==> src/rtl/gate_sweep_pkg.sv <==
// Shared types, defaults and the golden AND-reduction
// used by the gate sweep tester.
package gate_sweep_pkg;

    localparam int N_IN_DEF   = 4;
    localparam int SETTLE_DEF = 2;
    localparam int N_MAX      = 8;

    typedef enum logic [1:0] {
        IDLE,
        SETTLE,
        CHECK,
        DONE
    } state_e;

    // Only the low n bits of v take part in the reduction.
    function automatic logic golden_and(
        input logic [N_MAX-1:0] v,
        input int               n
    );
        logic r;
        r = 1'b1;
        for (int i = 0; i < N_MAX; i++) begin
            if (i < n) r = r & v[i];
        end
        return r;
    endfunction

endpackage

==> src/rtl/sweep_settle_timer.sv <==
// Loadable down-counter; expired_o is high once the loaded
// settle interval has elapsed.
module sweep_settle_timer
    import gate_sweep_pkg::*;
#(
    parameter int SETTLE_CYCLES = SETTLE_DEF
) (
    input  logic clk,
    input  logic reset,
    input  logic load_i,
    output logic expired_o
);

    localparam int CW = (SETTLE_CYCLES > 1) ? $clog2(SETTLE_CYCLES + 1) : 1;
    localparam logic [CW-1:0] LOAD_VAL = CW'(SETTLE_CYCLES - 1);
    localparam logic [CW-1:0] ONE      = CW'(1);

    logic [CW-1:0] cnt_q;
    logic [CW-1:0] cnt_d;

    always_comb begin
        cnt_d = cnt_q;
        if (load_i) begin
            cnt_d = LOAD_VAL;
        end else if (cnt_q != '0) begin
            cnt_d = cnt_q - ONE;
        end
    end

    always_ff @(posedge clk) begin
        if (reset) begin
            cnt_q <= '0;
        end else begin
            cnt_q <= cnt_d;
        end
    end

    assign expired_o = (cnt_q == '0);

endmodule

==> src/rtl/gate_sweep_tester.sv <==
// Exhaustive stimulus/check sweep for a small AND-type gate.
// Optional first-failure capture: GATE_SWEEP_FIRST_FAIL_EN.
module gate_sweep_tester
    import gate_sweep_pkg::*;
#(
    parameter int N_IN          = N_IN_DEF,
    parameter int SETTLE_CYCLES = SETTLE_DEF
) (
    input  logic            clk,
    input  logic            reset,
    input  logic            start,
    output logic [N_IN-1:0] dut_in,
    input  logic            dut_f,
    output logic            busy,
    output logic            done,
    output logic            pass,
    output logic [N_IN:0]   err_count,
    output logic [N_IN-1:0] vec_idx
`ifdef GATE_SWEEP_FIRST_FAIL_EN
    ,
    output logic [N_IN-1:0] first_fail_vec,
    output logic            first_fail_valid
`endif
);

    if (SETTLE_CYCLES < 1) begin : g_settle_chk
        $error("SETTLE_CYCLES must be >= 1");
    end
    if (N_IN < 2 || N_IN > N_MAX) begin : g_nin_chk
        $error("N_IN must be in 2..8");
    end

    localparam logic [N_IN-1:0] VEC_ONE  = N_IN'(1);
    localparam logic [N_IN:0]   ERR_ONE  = (N_IN + 1)'(1);
    localparam logic [N_IN-1:0] VEC_LAST = '1;

    state_e          state_q, state_d;
    logic [N_IN-1:0] vec_q, vec_d;
    logic [N_IN:0]   err_q, err_d;
    logic            busy_q, busy_d;
    logic            done_q, done_d;
    logic            pass_q, pass_d;
    logic            load;
    logic            expired;
    logic            accept;
    logic            mismatch;
    logic            is_last;
`ifdef GATE_SWEEP_FIRST_FAIL_EN
    logic [N_IN-1:0] ff_vec_q, ff_vec_d;
    logic            ff_valid_q, ff_valid_d;
`endif

    sweep_settle_timer #(
        .SETTLE_CYCLES(SETTLE_CYCLES)
    ) u_timer (
        .clk      (clk),
        .reset    (reset),
        .load_i   (load),
        .expired_o(expired)
    );

    // start is only honoured when no sweep is running
    assign accept   = start && (state_q == IDLE || state_q == DONE);
    assign mismatch = dut_f != golden_and(N_MAX'(vec_q), N_IN);
    assign is_last  = (vec_q == VEC_LAST);

    always_ff @(posedge clk) begin
        if (reset) state_q <= IDLE;
        else       state_q <= state_d;
    end

    always_comb begin
        state_d = state_q;
        unique case (state_q)
            IDLE:    if (accept) state_d = SETTLE;
            SETTLE:  if (expired) state_d = CHECK;
            CHECK:   state_d = is_last ? DONE : SETTLE;
            DONE:    if (accept) state_d = SETTLE;
            default: state_d = IDLE;
        endcase
    end

    always_comb begin
        vec_d  = vec_q;
        err_d  = err_q;
        busy_d = busy_q;
        done_d = done_q;
        pass_d = pass_q;
        load   = 1'b0;
`ifdef GATE_SWEEP_FIRST_FAIL_EN
        ff_vec_d   = ff_vec_q;
        ff_valid_d = ff_valid_q;
`endif
        if (accept) begin
            vec_d  = '0;
            err_d  = '0;
            busy_d = 1'b1;
            done_d = 1'b0;
            pass_d = 1'b0;
            load   = 1'b1;
`ifdef GATE_SWEEP_FIRST_FAIL_EN
            ff_vec_d   = '0;
            ff_valid_d = 1'b0;
`endif
        end else if (state_q == CHECK) begin
            if (mismatch) begin
                err_d = err_q + ERR_ONE;
`ifdef GATE_SWEEP_FIRST_FAIL_EN
                if (!ff_valid_q) begin
                    ff_vec_d   = vec_q;
                    ff_valid_d = 1'b1;
                end
`endif
            end
            if (is_last) begin
                busy_d = 1'b0;
                done_d = 1'b1;
                pass_d = (err_d == '0);
            end else begin
                vec_d = vec_q + VEC_ONE;
                load  = 1'b1;
            end
        end
    end

    always_ff @(posedge clk) begin
        if (reset) begin
            vec_q  <= '0;
            err_q  <= '0;
            busy_q <= 1'b0;
            done_q <= 1'b0;
            pass_q <= 1'b0;
`ifdef GATE_SWEEP_FIRST_FAIL_EN
            ff_vec_q   <= '0;
            ff_valid_q <= 1'b0;
`endif
        end else begin
            vec_q  <= vec_d;
            err_q  <= err_d;
            busy_q <= busy_d;
            done_q <= done_d;
            pass_q <= pass_d;
`ifdef GATE_SWEEP_FIRST_FAIL_EN
            ff_vec_q   <= ff_vec_d;
            ff_valid_q <= ff_valid_d;
`endif
        end
    end

    assign dut_in    = vec_q;
    assign vec_idx   = vec_q;
    assign err_count = err_q;
    assign busy      = busy_q;
    assign done      = done_q;
    assign pass      = pass_q;
`ifdef GATE_SWEEP_FIRST_FAIL_EN
    assign first_fail_vec   = ff_vec_q;
    assign first_fail_valid = ff_valid_q;
`endif

endmodule

==> config.mk <==
export PLATFORM = sky130hd
export DESIGN_NAME = gate_sweep_tester
export DESIGN_NICKNAME = d
export VERILOG_FILES = /design/src/rtl/gate_sweep_pkg.sv /design/src/rtl/sweep_settle_timer.sv /design/src/rtl/gate_sweep_tester.sv
export SDC_FILE = /design/constraint.sdc
export NUM_CORES = 1
export LEC_CHECK = 0
export CORE_MARGIN = 1.5
export CORE_UTILIZATION = 45
export CTS_BUF_LIST = sky130_fd_sc_hd__clkbuf_8
export DETAILED_ROUTE_END_ITERATION = 8
export GPL_ROUTABILITY_DRIVEN = 0
export PLACE_DENSITY = 0.75
export SKIP_LAST_GASP = 1
export SYNTH_ARGS = -nofsm -noshare
export SYNTH_HDL_FRONTEND = slang
export SYNTH_SLANG_ARGS = --single-unit
==> constraint.sdc <==
create_clock -name clk -period 1.6 [get_ports clk]
set_clock_uncertainty 0.1 [all_clocks]
set_input_delay 0.32 -clock clk [delete_from_list [all_inputs] [get_ports clk]]
set_output_delay 0.32 -clock clk [all_outputs]
set_load 0.02 [all_outputs]
* Word level (Yosys, flattened, before mapping)
Index checks and enable logic that the tools add are counted.
** Word-level totals
- Register bits :: 16
- Input bits :: 4
- Output and inout port bits :: 16
- Logic and storage cells :: 53
** Cells by class
- $add $sub $neg :: 3
- Eq/ne operators :: 7
- Muxes and demuxes :: 15
- Bitwise operators :: 4
- Reduce and logical (&&, ||, !) cells :: 16
** Operators with widths (number)
- 5-bit 2-to-1 mux :: 3
- 1-bit 2-to-1 mux :: 8
- 2-bit AND reduction :: 4
- 2-bit nonzero test :: 4
- 2-bit 2-to-1 mux :: 3
- 2-bit case mux with 3 select lines :: 1
- 2-bit OR reduction :: 3
- 5-bit by 1-bit adder with 5-bit output, second input constant :: 1
- 5-bit logical NOT :: 1
- 4-bit by 1-bit adder with 4-bit output, second input constant :: 1
- 2-bit == test, second input constant :: 2
- 4-bit == test, second input constant :: 1
- 2-bit logical NOT :: 2
- 1-bit bitwise AND :: 3
- 2-bit by 1-bit == test with 1-bit output, second input constant :: 1
- 2-bit by 1-bit inequality test with 1-bit output, second input constant :: 1
- 2-bit inequality test, second input constant :: 1
- 2-bit by 1-bit subtractor with 2-bit output, second input constant :: 1
- 1-bit logical AND :: 1
- 1-bit logical OR :: 1
- 1-bit inequality test :: 1
- 1-bit NOT :: 1

* Logic depth before layout (Yosys ltp)
Gate-level depths: netlist of run 1.
- Depth after elaboration :: 8
- Gate-level depth with buffers :: 7
- Mapped depth without buffers :: 6

* Cells and area by module
A second synthesis of run 1 with hierarchy kept.
** Second synthesis, totals
- Cells, all modules :: 106
- Area total of the unflattened synthesis :: 889.6 um2
** By module, submodules not included
- gate_sweep_tester :: times used 1, cells each 95, area an instance 778.2 um2, sequential area each 280.3 um2
- sweep_settle_timer :: times used 1, cells each 11, area an instance 111.4 um2, sequential area each 40.0 um2

* Worst setup path after synthesis of run 1
No wires, ideal clock.
- Path type :: register to register
- Start :: register vec_q[0], in the netlist dut_in[0]
- End :: register pass_q, in the netlist pass
- Setup time :: 87 ps
- Arrival time :: 1662 ps
- Required time :: 1413 ps
- Slack :: -249 ps
- Stages on the path, launching flop included :: 8
- Buffers on the path :: 1
- Clock period less this slack :: 1849 ps
- Cells stage by stage :: dfxtp_1 > ha_1 > ha_1 > and3b_1 > buf_6 > o2111a_1 > o21ai_1 > o31ai_1
** Between the ends
- Cells in the longest elaborated chain, start to end :: 8
- Elaborated cells between the ends (all ways) :: 10
- Classes of those cells :: eq/ne (2); mux (3); bitwise (3); reduce/logical (2)
** Ends and longest elaborated chain
- start: declaration :: RTL line gate_sweep_tester.sv:38 : logic [N_IN-1:0] vec_q, vec_d;
- start signal: assignment :: RTL line gate_sweep_tester.sv:138 : vec_q <= vec_d;
- 1-bit bitwise AND (3 in series) :: RTL line gate_sweep_pkg.sv:24 : if (i < n) r = r & v[i];
- 1-bit inequality test :: RTL line gate_sweep_tester.sv:64 : assign mismatch = dut_f != golden_and(N_MAX'(vec_q), N_IN);
- 5-bit 2-to-1 mux :: RTL line gate_sweep_tester.sv:106 : if (mismatch) begin
- 5-bit 2-to-1 mux :: RTL line gate_sweep_tester.sv:105 : end else if (state_q == CHECK) begin
- 5-bit 2-to-1 mux :: RTL line gate_sweep_tester.sv:94 : if (accept) begin
- 5-bit logical NOT :: RTL line gate_sweep_tester.sv:118 : pass_d = (err_d == '0);
- end signal: assignment :: RTL line gate_sweep_tester.sv:142 : pass_q <= pass_d;
- end: declaration :: RTL line gate_sweep_tester.sv:42 : logic pass_q, pass_d;
Parallel ways exist; a longest one is shown, timed or not. The select of a mux whose other input is x is not followed.
A chain may end at the register's enable or synchronous reset.

* Worst setup path in the final report of run 1
- Start :: register vec_q[1], in the netlist dut_in[1]
- End :: register err_q[2], in the netlist err_count[2]
** Between the ends
- Cells in the longest elaborated chain, start to end :: 7
** Ends and longest elaborated chain
- 1-bit bitwise AND (3 in series) :: RTL line gate_sweep_pkg.sv:24
- 1-bit inequality test :: RTL line gate_sweep_tester.sv:64
- 5-bit 2-to-1 mux :: RTL line gate_sweep_tester.sv:106
- 5-bit 2-to-1 mux :: RTL line gate_sweep_tester.sv:105
- 5-bit 2-to-1 mux :: RTL line gate_sweep_tester.sv:94
- end signal: assignment :: RTL line gate_sweep_tester.sv:139 : err_q <= err_d;
- end: declaration :: RTL line gate_sweep_tester.sv:39 : logic [N_IN:0] err_q, err_d;
Every way passes these cells. The select of a mux whose other input is x is not followed.

==> results by stage, run 1 <==
Synthesis:
- The prevailing post-synth register cell is dfxtp_1.
- The flip-flop and latch count after synthesis is 16.
- The sequential area share after synthesis is 35.6%.
- Synthesis produced a netlist whose cell count is 99.
- The distinct cell type count of the synthesized netlist is 33.
- Yosys printed 0 warnings.
- A synthesized cell averages 9.10 um^2.
- The synthesized design contains 0 enable-type register cells.
- The share of async-settable or async-resettable flops after synthesis is 0%.
- When the netlist entered floorplanning its net count stood at 109.
- Summing every instance area after synthesis gives 901 um^2.

Run status:
- The checks that failed: setup timing.
- The flow ran to the end, but the final reports show violations.

STA:
- Setup repair after global routing could not meet its margin everywhere.
- The number of setup violations in the final report is 3.
- For the final routed database, the setup TNS stands at -0.0396 ns.
- The slew at the pin closest to its max-slew limit is 0.272 ns.
- The maximum clock frequency is 0.618 GHz.
- The fraction of the cycle the final worst path needs is 101%.
- The final count of pins violating max slew is 0.
- The shortest period the worst path allows is 1.62 ns.
- Setup slack on the critical path of the routed design comes to -0.0187 ns.
- The final-report hold violation count is 0.
- Measured against its own limit, the worst slew margin works out to 81.9%.

Cells and area:
- The number of fillers in the final layout is 174.
- The antenna diode count is 0.
- The finished layout holds 153 standard cells, fillers aside.
- Leaving out fill and tap cells, the most frequent cells in the layout are 15 x dlygate4sd2_1, 13 x dfxtp_1, 11 x buf_4, 8 x nor2_1.
- In the final layout, the share of cells above drive strength 1 is 23.8%.
- The layout overhead on the synthesized area is 38.5%.
- The leading cell type in the layout, fill and taps excluded is dlygate4sd2_1.
- Measured on the finished design, the core utilization comes to 64.9%.
- The number of nets in the finished design is 137.
- In the final layout, the multi-input gates occupy 547 um^2.
- The sequential cells in the finished layout cover a total of 329 um^2.

Run:
- Max-cap violations in this run came to 0.

Global route:
- The first global-routing pass estimated 2990 um of wire.
- The number of antenna violations at the first check in global routing is 0.
- The largest net degree at the start of global routing is 11.
- The number of global-route vias before repair was 702.
- The global router's overall resource usage is 18.2%.
- Global routing finished with a remaining overflow of 0.

Drt:
- The total vias in the final route is 757.
- The routed design has 1880 um of wire.
- The remaining antenna violation count is 0.
- The first routing iteration left 12 violations.
- In the routed layout, each cell is associated on average with a via count of 4.95.
- The first detailed-routing pass took 4 iterations.
- The post-detailed-route DRC marker count is 0.
- The per-cell routed wire length is 12.3 um.

Clocking:
- The insertion delay to the later sink of the worst-skew pair is 0.25 ns.
- The clock input transition at the sequential cells of the worst setup and hold paths is 0.07 ns.
- The number of hold buffers added after CTS is 0.
- The maximum count of clock buffers along a single path is 2.
- TritonCTS built the clock tree.
- CTS built an H-tree with a depth of 1.
- The clock tree root buffer cell is clkbuf_8.
- Counting every sink on the clock net gives 16.
- Clock tree synthesis inserted a total of 3 buffers.

Setup path:
- Data on the critical path arrives at its endpoint at 1.66 ns.
- Of all nets on the critical path, the largest fanout is 8.
- The class of the most critical setup path is flip-flop to flip-flop.
- The capturing element type of the critical path is a flip-flop.
- The worst setup path is launched from a flip-flop.
- At the worst endpoint, the required time is 1.64 ns.

Hold path:
- The type of the most critical hold path is flip-flop to flip-flop.

Floorplan:
- The die area is 0.00228 mm^2.
- The floorplan step defined a core boundary enclosing 0.00192 mm^2.
- For this configuration, the core starts out at a cell density of 46.9%.
- The floorplan step set the die height to 47.7 um.
- The die outline width is 47.7 um.
- Row generation in the floorplan step produced 16 rows.
- Pin placement for this block handled 20 I/O pins.

Placement:
- The post-placement setup slack is -0.193 ns.
- The number of placed instances, taps included, is 147.
- The number of I/O port buffers is 19.
- Detailed placement ended at an HPWL of 1330 um.

Pwr:
- In this run the power density over the cells is 1220 mW/mm^2.
- The leakage power is 0.000599 uW.
- VDD sags by at most 0.000705 V.
==> what timing repair did <==
item / 4_1_cts / 5_1_grt
resized for setup: 18 / 1
endpoints found under the setup margin: 18 / 7
buffers inserted: 1 / 1
pin swaps: 1 / 6
==> logic make-up after synthesis <==
logic type | synth area share [%]
simple gates | 19.9
compound gates | 16.7
flops | 35.6
buf+inv | 8.47
xor+xnor | 7.78
fa+ha+maj | 8.33
mux | 3.33
==> path summary, 6_finish.rpt <==
| kind | start | to | slack [ns] | cells past startpoint |
|---|---|---|---|---|
| setup / recovery | dut_in[1] | err_count[2] | -0.02 | 6 |
| setup reg to reg | dut_in[1] | err_count[2] | -0.02 | 6 |
| hold reg to reg | done | done | 0.35 | 2 |
| hold / removal | done | done | 0.35 | 2 |
==> metrics by stage <==
stage / area [um^2] / hold slack [ns] / power (uW)
detailed placement: 1190 / 0.342 / 1190
floorplan: 955 / 0.289 / 1000
finish: 1250 / 0.346 / 1520
global placement: 1190 / 0.340 / 1160
CTS: 1240 / 0.349 / 1530
global route: 1250 / 0.390 / 1650
==> registers in the layout, summed over array words and instances (netlist names) <==
signal	count
done	1
busy	1
err_count	5
state_q	2
dut_in	4
u_timer.cnt_q	2
pass	1
==> cell type report <==
cell class / instances / share of cell area, %
clock buffers: 4 / 4.41
inverters: 7 / 2.11
multi-input cells: 69 / 43.8
flip-flops and latches: 16 / 26.4
well taps: 27 / 2.71
repair buffers: 30 / 20.6
==> cells in the mapped netlist (all sizes together), types with 2 or more instances <==
library cell	instances	area (um^2)
o21ai	7	35.0
ha	6	75.1
nor3	2	26.3
o211ai	3	22.5
nand2	5	18.8
nor2	8	30.0
and3	4	26.3
nand3	4	20.0
a21oi	6	30.0
xor2	7	61.3
nor2b	2	12.5
buf	6	46.3
inv	7	26.3
dfxtp	16	320
mux2i	3	30.0
==> layer usage <==
layer | vias to the layer above | GRT usage, % | share of wire, %
li1 | 395 | - | -
met1 | 348 | 24.3 | 47
met2 | 12 | 30.9 | 50
met3 | 2 | 2.26 | 3.2
met4 | 0 | 4.86 | 0.37
met5 | - | 0 | 0
==> worst max-delay path, cell delays in order (launching register included) <==
cell,delay [ns]
dfxtp_4,0.35
ha_4,0.17
ha_4,0.16
and3b_2,0.26
o211ai_1,0.25
xor2_1,0.17
nor2_1,0.05
==> power breakdown <==
group | internal, uW | total [uW] | switching, uW | leakage, uW
Sequential | 473 | 536 | 62.7 | 0.000132
Combinational | 294 | 625 | 332 | 0.000438
Clock | 218 | 361 | 143 | 0.0000288
No activity file was read; power rests on OpenSTA's default activity.
==> run 2: changes to the inputs <==
Settings changed: SETUP_SLACK_MARGIN set to 0.05.
==> run 2 against run 1 <==
The run still ends with setup timing left. Routed wire length grew 4.2%. Global-route usage grew 1.5 points. Total power shrank 2.4%. Clock power decreased by 13%. Cell count did not move. Sequential power is essentially flat. Count of clock-buffer cells in the layout down 1. Non-clock buffer count stayed put. Largest cell class unchanged. Largest power group unchanged.
==> results by stage, run 2 (same netlist as run 1, synthesis figures left out) <==
Run status:
- The run finished, with violations left.
- The final reports fail on setup timing.

Setup path:
- The endpoint identified for the worst register-to-register timing path is pass.
- The length in cells of the worst reg-to-reg path is 6 (unchanged).
- STA classifies the critical path endpoint as a flip-flop.
- The arrival time reported for the critical path endpoint is 1.68 ns (+0.02 ns).
- The largest fanout of any net on the critical path is 8 (unchanged).
- The startpoint identified for the worst register-to-register timing path is dut_in[1].
- The worst setup path is launched from a flip-flop.
- The worst setup slack for register-to-register paths came to -0.01 ns (about the same).
- The class of the most critical setup path is flip-flop to flip-flop.
- The worst path required time is 1.66 ns (+0.02 ns).

Floorplan:
- The core outline area was 0.00192 mm^2 (unchanged).
- The number of cell rows is 16 (unchanged).
- The number of top-level pins is 20 (unchanged).
- The die outline width is 47.7 um (unchanged).
- The die height is 47.7 um (unchanged).
- The die area is 0.00228 mm^2 (unchanged).
- The starting density of the core was 46.9% (unchanged).

Drt:
- The post-detailed-route DRC marker count came to 0 (unchanged).
- The total iterations of the first detailed-routing run is 4 (unchanged).
- The remaining antenna violation count is 0 (unchanged).
- The total vias in the final route was 749 (-1.1%).
- The DRC marker count from the first detailed-route iteration is 6 (-6).
- The per-cell routed wire length was 12.8 um (+4.2%).
- The total length of routed wires came to 1960 um (+4.2%).
- The detailed-route vias per instance is 4.90 (-1.1%).

Global route:
- The global router's overall resource usage is 19.7% (+1.5 points).
- The largest net degree at the start of global routing is 11 (unchanged).
- The total congestion overflow after global routing is 0 (unchanged).
- The number of global-route vias before repair is 729 (+3.8%).
- The wire length of the first global-routing pass is 3070 um (+2.5%).
- The number of antenna violations at the first check in global routing is 0 (unchanged).

Cells and area:
- In the layout the commonest cells are 16 x dlygate4sd2_1, 13 x dfxtp_1, 10 x buf_4, 8 x nor2_1.
- The final instance area is 0.00124 mm^2 (-0.20%).
- The number of nets in the finished design is 137 (unchanged).
- The area taken by flip-flops and latches is 329 um^2 (unchanged).
- The number of fillers in the final layout was 182 (+4.6%).
- The number of flip-flops under the largest register name is 5 (unchanged).
- Relative to the synthesized area, the layout overhead comes to 38.2%.
- The share of final-layout standard cells stronger than drive strength 1 came to 24.6% (+0.79 points).
- The footprint of the multi-input gates came to 554 um^2 (+1.4%).
- The non-filler instance count after layout is 153 (unchanged).
- The leading cell type in the layout, fill and taps excluded is dlygate4sd2_1.
- The antenna diode count was 0 (unchanged).

STA:
- The minimum hold slack is 0.345 ns (-0.000785 ns).
- The final-report hold violation count was 0 (unchanged).
- The worst-case headroom to the max-slew limit is 82.6% (+0.73 points).
- The fraction of the cycle the final worst path needs was 101% (-0.36 points).
- The final count of pins violating max slew came to 0 (unchanged).
- The maximum clock frequency is 0.620 GHz (+0.36%).
- The setup slack after layout is -0.0129 ns (+0.00581 ns).
- Setup repair after global routing could not meet its margin everywhere.
- The shortest period the worst path allows is 1.61 ns (-0.00581 ns).
- The number of setup violations in the final report is 2 (-1).
- The slew at the pin closest to its max-slew limit is 0.261 ns (-0.0110 ns).

Clocking:
- CTS placed an instance of clkbuf_8 at the clock tree root.
- The number of buffers added by the clock tree synthesis step is 3 (unchanged).
- TritonCTS built the clock tree.
- The insertion delay to the later sink of the worst-skew pair is 0.25 ns (about the same).
- The maximum count of clock buffers along a single path was 2 (unchanged).
- The clock input transition at the sequential cells of the worst setup and hold paths is 0.07 ns (about the same).
- The number of hold buffers added after CTS came to 0 (unchanged).
- The level count of the clock H-tree was 1 (unchanged).
- The clock sink count is 16 (unchanged).

Placement:
- The number of I/O port buffers came to 19 (unchanged).
- The post-detailed-placement cell area is 0.00120 mm^2 (+0.63%).
- The HPWL after detailed placement is 1520 um (+14%).
- The cell count after placement was 148 (+0.68%).

Hold path:
- The path with the worst hold slack has its endpoint at done.
- The launch instance of the worst min-delay path is done.
- The worst hold path belongs to the class flip-flop to flip-flop.
- The instance count along the most critical hold path is 2 (unchanged).

Run:
- The number of maximum-capacitance violations is 0 (unchanged).

Pwr:
- The total power per unit cell area is 1190 mW/mm^2 (-2.2%).
- The leakage power is 0.000585 uW (-2.3%).
- The relative contribution of sequential cells to total power came to 36.2% (+1.0 points).
- The fraction of power consumed by the clock network is 21.1% (-2.6 points).
- The fraction of power consumed by combinational cells is 42.7% (+1.6 points).
- The switching fraction of total power was 36.9% (+1.6 points).
- The maximum ir drop on the vdd rail was 0.000740 V (+4.9%).
- The net switching power of the design is 548 uW (+2.0%).
- The internal power consumption was 938 uW (-4.8%).
==> run 2: changes by cell type in the layout (fill, tap and decap cells not counted), sizes merged <==
| cell | before | now |
|---|---|---|
| dlygate4sd2 | 15 | 16 |
| clkbuf | 4 | 3 |
| dlymetal6s2s | 1 | 0 |
| clkinv | 0 | 1 |
==> run 2: power groups by stage <==
stage | combinational [uW] | sequential (uW) | clock, uW
floorplan | 433 | 568 | 0
global placement | 621 | 542 | 0
detailed placement | 648 | 548 | 0
CTS | 632 | 538 | 322
global route | 707 | 550 | 341
finish | 634 | 537 | 314
==> run 2: worst max-delay path by stage <==
stage | from | cells past startpoint | slack, ns | to
floorplan | dut_in[0] | 7 | 0.008 | pass
global placement | dut_f | 5 | -0.14 | pass
detailed placement | dut_f | 5 | -0.21 | pass
CTS | dut_in[0] | 6 | -0.02 | err_count[3]
global route | dut_in[0] | 6 | -0.11 | pass
finish | dut_in[1] | 6 | -0.01 | pass
==> run 2: critical path: stages (launching register included) <==
cell and delay [ns]:
dfxtp_4 0.36, ha_4 0.17, ha_4 0.17, and3b_2 0.26, o21ai_1 0.17, xnor2_1 0.08
o31ai_1 0.22
==> run 2: per-layer routing <==
metal	track usage (%)	vias to the layer above	part of all wire, %	wire [um]
met1	23.6	339	43	835
met5	0	-	0	0
met3	3.40	2	3.2	63
li1	-	393	-	-
met4	9.73	0	0.66	13
met2	33.6	15	53	1040
==> run 2: cell type report <==
| type | instances | share of cell area (%) |
|---|---|---|
| Multi-Input combinational cell | 69 | 44.5 |
| Sequential cell | 16 | 26.4 |
| Timing Repair Buffer | 30 | 20.6 |
| Clock buffer | 3 | 3.32 |
| Tap cell | 27 | 2.71 |
| Inverter | 7 | 2.11 |
| Clock inverter | 1 | 0.302 |
==> run 2: what timing repair did <==
item	in CTS	in global routing
gates resized for setup	19	2
endpoints found under the setup margin	22	7
gates cloned	0	0
setup buffers	0	1
pin swaps	3	4
==> run 2: through the flow <==
step | setup TNS [ns] | power (uW) | utilization [%] | setup slack, ns
after floorplan | 0 | 1000 | - | 0.00840
after global placement | -0.620 | 1160 | 62.4 | -0.138
after detailed placement | -0.842 | 1200 | 62.4 | -0.214
after CTS | -0.0315 | 1490 | 64.0 | -0.0186
after global routing | -0.402 | 1600 | 64.8 | -0.109
final | -0.0256 | 1490 | 64.8 | -0.0129
